[src/rtl/z_core_mul_div.sv]
`default_nettype none
// +----------------------------------------------------------------------------+
// | z_core_mul_div : iterative RV32M multiply / divide unit (shift-add,        |
// | restoring divide), one result bit per cycle.  Rev 1.0                      |
// +----------------------------------------------------------------------------+
module z_core_mul_div #(
  parameter int XLEN  = 32,
  parameter int CNT_W = $clog2(XLEN) + 1
) (
  input  logic            clk,
  input  logic            rstn,
  input  logic            md_start,
  input  logic [2:0]      md_op,
  input  logic [XLEN-1:0] md_in1,
  input  logic [XLEN-1:0] md_in2,
  input  logic            md_kill,
  output logic            md_busy,
  output logic            md_done,
  output logic [XLEN-1:0] md_out
);

  typedef enum logic [1:0] {
    IDLE = 2'd0,
    CALC = 2'd1,
    DONE = 2'd2
  } state_t;

  localparam logic [XLEN-1:0] c_int_min = {1'b1, {(XLEN-1){1'b0}}};

  state_t              r_state;
  logic [CNT_W-1:0]    r_cnt;
  logic [2:0]          r_op;
  logic                r_neg;
  logic                r_bypass;
  logic [XLEN-1:0]     r_opnd;
  logic [2*XLEN-1:0]   r_acc;

  logic                w_a_signed, w_b_signed, w_a_neg, w_b_neg, w_neg;
  logic                w_div0, w_ovf;
  logic [XLEN-1:0]     w_a_abs, w_b_abs, w_special;
  logic [XLEN:0]       w_sum, w_shift, w_diff;
  logic [2*XLEN-1:0]   w_acc_nxt, w_prod;
  logic [XLEN-1:0]     w_res;

  // Request decode: operand magnitudes, result sign and the single-cycle cases.
  always_comb begin
    w_a_signed = (md_op == 3'd1) || (md_op == 3'd2) || (md_op == 3'd4) || (md_op == 3'd6);
    w_b_signed = (md_op == 3'd1) || (md_op == 3'd4) || (md_op == 3'd6);
    w_a_neg    = w_a_signed && md_in1[XLEN-1];
    w_b_neg    = w_b_signed && md_in2[XLEN-1];
    w_a_abs    = w_a_neg ? -md_in1 : md_in1;
    w_b_abs    = w_b_neg ? -md_in2 : md_in2;
    // Remainder follows the dividend; everything else follows the sign product.
    w_neg      = (md_op[2] && md_op[1]) ? w_a_neg : (w_a_neg ^ w_b_neg);
    w_div0     = md_op[2] && (md_in2 == '0);
    w_ovf      = md_op[2] && !md_op[0] && (md_in1 == c_int_min) && (md_in2 == '1);
    w_special  = '0;
    if (w_div0)
      w_special = md_op[1] ? md_in1 : '1;
    else if (w_ovf)
      w_special = md_op[1] ? '0 : md_in1;
  end

  // One iteration: multiply shifts right through {hi, lo}; divide shifts left.
  always_comb begin
    w_sum   = {1'b0, r_acc[2*XLEN-1:XLEN]} + {1'b0, (r_acc[0] ? r_opnd : {XLEN{1'b0}})};
    w_shift = r_acc[2*XLEN-1:XLEN-1];
    w_diff  = w_shift - {1'b0, r_opnd};
    if (!r_op[2])
      w_acc_nxt = {w_sum, r_acc[XLEN-1:1]};
    else if (w_diff[XLEN])
      w_acc_nxt = {w_shift[XLEN-1:0], r_acc[XLEN-2:0], 1'b0};
    else
      w_acc_nxt = {w_diff[XLEN-1:0], r_acc[XLEN-2:0], 1'b1};
  end

  always_comb begin
    w_prod = r_neg ? -r_acc : r_acc;
    w_res  = '0;
    if (r_bypass)
      w_res = r_acc[XLEN-1:0];
    else if (r_op[2])
      w_res = r_op[1] ? (r_neg ? -r_acc[2*XLEN-1:XLEN] : r_acc[2*XLEN-1:XLEN])
                      : (r_neg ? -r_acc[XLEN-1:0]      : r_acc[XLEN-1:0]);
    else
      w_res = (r_op == 3'd0) ? w_prod[XLEN-1:0] : w_prod[2*XLEN-1:XLEN];
  end

  always_ff @(posedge clk or negedge rstn) begin
    if (!rstn) begin
      r_state  <= IDLE;
      r_cnt    <= '0;
      r_op     <= '0;
      r_neg    <= 1'b0;
      r_bypass <= 1'b0;
      r_opnd   <= '0;
      r_acc    <= '0;
      md_busy  <= 1'b0;
      md_done  <= 1'b0;
      md_out   <= '0;
    end else begin
      md_done <= 1'b0;
      case (r_state)
        IDLE: begin
          if (md_start && !md_kill) begin
            r_op    <= md_op;
            r_neg   <= w_neg;
            md_busy <= 1'b1;
            if (w_div0 || w_ovf) begin
              r_bypass <= 1'b1;
              r_acc    <= {{XLEN{1'b0}}, w_special};
              r_opnd   <= '0;
              r_cnt    <= '0;
              r_state  <= DONE;
            end else begin
              r_bypass <= 1'b0;
              r_acc    <= {{XLEN{1'b0}}, (md_op[2] ? w_a_abs : w_b_abs)};
              r_opnd   <= md_op[2] ? w_b_abs : w_a_abs;
              r_cnt    <= CNT_W'(XLEN);
              r_state  <= CALC;
            end
          end
        end
        CALC: begin
          if (md_kill) begin
            r_state <= IDLE;
            md_busy <= 1'b0;
          end else begin
            r_acc <= w_acc_nxt;
            r_cnt <= r_cnt - CNT_W'(1);
            if (r_cnt == CNT_W'(1))
              r_state <= DONE;
          end
        end
        DONE: begin
          r_state <= IDLE;
          md_busy <= 1'b0;
          if (!md_kill) begin
            md_done <= 1'b1;
            md_out  <= w_res;
          end
        end
        default: begin
          r_state <= IDLE;
          md_busy <= 1'b0;
        end
      endcase
    end
  end

endmodule
`default_nettype wire

[config.mk]
export PLATFORM = sky130hd
export DESIGN_NAME = z_core_mul_div
export DESIGN_NICKNAME = d
export VERILOG_FILES = /design/src/rtl/z_core_mul_div.sv
export SDC_FILE = /design/constraint.sdc
export NUM_CORES = 1
export LEC_CHECK = 0
export CORE_MARGIN = 2
export CORE_UTILIZATION = 25
export DETAILED_ROUTE_END_ITERATION = 6
export MAX_ROUTING_LAYER = met4
export SYNTH_ARGS = -nofsm -noshare
export SYNTH_HDL_FRONTEND = slang
export SYNTH_SLANG_ARGS = --single-unit
[constraint.sdc]
create_clock -name clk -period 4.8 [get_ports clk]
set_input_delay 1.44 -clock clk [delete_from_list [all_inputs] [get_ports clk]]
set_output_delay 1.44 -clock clk [all_outputs]
set_load 0.005 [all_outputs]
==> reports/qor.yml <==
status: "finished, final reports clean"
clkSinkCount: 143
first_pass_grt_wire_length_mm: 95.2
critPathRequiredTime_ns: 5.17
rows: 91
crit_slowest_cell: "sky130_fd_sc_hd__or4_4"
yosys-top-cells-area: "sky130_fd_sc_hd__dfrtp_1, sky130_fd_sc_hd__xnor2_1, sky130_fd_sc_hd__o21ai_0"
synth_flop_type: "sky130_fd_sc_hd__dfrtp_1"
via_cell_ratio: 5.59
critPathCaptureType: "register"
maxCapViolCount: 0
worst-slew-pin-transition_ns: 1.18
slew_viol_final: 0
floorplan.die.height_um: 252
detail_route.first_pass.iterations: 6
cts_resized: 0
groute.usage.overall: 0.199
final.setup.tns_ns: 0
setup.worst_path.class: "input pin to register"
htree_num_levels: 4
cts-hold-fix-buffers: 0
start_kind: "input pin"
worst_r2r_endpoint: "r_acc[63]"
io_buffers: 104
hpwlAfterDp_mm: 48.3
initial_utilization: 0.251
min_path_type: "register to register"
critical_path.n_buffers_inverters: 1
syn_area_per_cell_sq_um: 7.43
syn-instance-count: 2074
total_power_mw: 11.1
yosys_warnings: 0
clock_skew_ns: 0.0111
grt_antenna_before_repair: 1
critical_path_cell_count: 10
drt-wirelength-per-cell_um: 21.3
fp.dieArea_sq_um: 63700
critical_path_peak_fanout: 6
via_count: 16400
synth.ff_latch_count: 143
worst-endpoint-arrival_ns: 4.63
post_cts_setup_driven_buffer_insertion_count: 0
tritoncts: "yes"
yosysUniqueCellTypes: 78
route.antenna.remaining_nets: 0
power.ir.vdd_worst_uv: 309
final_period_minus_worst_setup_slack_ns: 4.26
nNetsFinal: 2278
grt_remaining_overflow: 0
min_period_over_period: 0.888
design.core.area_sq_um: 61400
grt_setup_unrepaired: "false"
worst_setup_hold_path_clk_slew_ns: 0.06
timing.fmax_ghz: 0.235
synth-seq-area-share: 0.232
clk_latency_ns: 0.44
clock_tree.root_cell: "sky130_fd_sc_hd__clkbuf_16"
drtIter0Drc: 1862
synthToLayoutAreaGrowth_pct: 17.9
post-synth-top-count-cell: "sky130_fd_sc_hd__nand2_1"
number_of_failing_hold_endpoints_at_the_final_stage: 0
clock_tree.buffer_depth: 2
die_w_um: 252
synthDominantCellAreaShare: 0.232
cp_common_cell: "sky130_fd_sc_hd__or4_4"
detail_route.drc_violations: 0
minimum_setup_slack_among_reg_to_reg_paths_ns: 0.58
grt_start_max_net_pins: 91
final_layout_size_suffix_gt1_frac: 0.0764
reg2reg_depth: 12
drt_wirelength_mm: 62.5
worstSetupStartpoint: "md_in2[6]"
worst_r2r_startpoint: "r_acc[0]"
grt_pass1_vias: 15500
finalCoreUtilization: 0.296
crit_path_max_incr_delay_ns: 0.57
gpl.final_weighted_congestion: 0.971
nets_in_the_synthesized_netlist: 2218
most_instantiated_cells_after_synthesis: "sky130_fd_sc_hd__nand2_1, sky130_fd_sc_hd__o21ai_0, sky130_fd_sc_hd__nor2_1"
synth_async_sr_flop_share: 1.00
cellLeakagePower_nw: 7.37
pwr_density_cell_nw_per_um2: 609
netlist_area_sq_um: 15400
io_pins: 105
nFillCells: 6607
numCtsBuffers: 17
slew_headroom: 0.209
synth-edff-count: 0
cp_top_family: "simple AND/OR/NAND/NOR gates"
worst_hold_startpoint: "md_out[2]"
crit_end: "r_acc[10]"
netlist.top_cell.by_area: "sky130_fd_sc_hd__dfrtp_1"
finalSetupViolCount: 0
path_cells: "clkdlybuf4s50_1, or4_4, or4_4, or3_4, nor4_4, and2_1, or2_1, a21oi_2, a22o_1, o21ai_1"
kinds of logic (layout without fill, tap and decap cells):
kind of cell | Yosys count | count (layout) | synth area share
AOI/OAI and AO/OA | 684 | 684 | 0.282
DFF | 143 | 143 | 0.232
buffers and inverters | 222 | 295 | 0.0557
and+or+nand+nor | 685 | 685 | 0.211
muxes | 72 | 72 | 0.0481
xor gates and xnor gates | 195 | 195 | 0.111
other | 0 | 1 | 0
adders and majority gates | 73 | 73 | 0.0602
tightest hold or removal path, stage by stage, from the launching register on:
cell,delay (ns)
sky130_fd_sc_hd__dfrtp_1,0.34
sky130_fd_sc_hd__nand2_1,0.04
sky130_fd_sc_hd__o21ai_0,0.06
power breakdown:
group,leakage (nW),switching (mW),internal (mW)
combinational,5.34,4.32,2.94
clock,0.281,0.607,0.777
sequential,1.74,0.761,1.67
total,7.37,5.69,5.38
routing by layer:
layer,track usage,share of wire,vias to the layer above
met3,0.0386,0.081,109
met4,0.0561,0.028,0
met5,-,0,-
li1,-,-,7695
met2,0.303,0.44,741
met1,0.267,0.45,7883
how the worst min path moves through the flow:
stage                      end  slack, ns  depth (start not counted)
floorplan           r_opnd[10]       0.45                          2
global route        r_opnd[20]       0.53                          2
finish               md_out[2]       0.48                          2
CTS                 r_opnd[20]       0.48                          2
detailed placement   md_out[0]       0.47                          2
global placement     md_out[0]       0.46                          2
state kept, by name, summed over array words and instances, names as in the netlist:
signal / cells
r_opnd: 32
r_acc: 64
md_done: 1
r_bypass: 1
md_out: 32
r_state: 2
r_cnt: 6
r_op: 3
r_neg: 1
md_busy: 1
cells in the final DEF, fill, tap and decap left out, drive strengths merged, types with 8 or more instances in the layout:
cell type / n
nand2b: 17
nor3: 37
a31oi: 19
or3: 32
clkdlybuf4s50: 102
nor2b: 14
nor4: 18
xnor2: 114
nand2: 218
a311oi: 8
a211oi: 14
o211ai: 40
and2: 9
o21a: 12
or2: 9
a21o: 33
a221o: 8
and3: 12
nor2: 188
inv: 71
o221ai: 20
a21oi: 177
nand3b: 9
o41ai: 19
clkbuf: 18
or4: 27
o31ai: 38
a22oi: 13
a221oi: 19
dfrtp: 143
mux2i: 64
nand3: 63
nand4: 20
o21ai: 198
buf: 94
o21bai: 11
xor2: 81
ha: 71
layout make-up:
type	count	area, sq um	share of cell area
timing repair buffer	196	1770	0.0972
tap	790	988	0.0544
antenna	1	2.50	0.000138
multi-input combinational	1709	11000	0.605
clock buffer	18	429	0.0236
inverter	67	251	0.0138
clock inverter	14	159	0.00875
sequential	143	3580	0.197
stage by stage:
step	hold slack (ns)	area, sq um	setup slack (ns)	std cells
floorplan	0.450	15400	0.785	2074
global placement	0.463	17600	0.150	2905
detailed placement	0.470	17600	0.114	2905
CTS	0.485	18200	0.575	2937
global route	0.525	18200	0.346	2937
finish	0.481	18200	0.538	2938
Note: power is estimated with default switching activity, not from simulation.
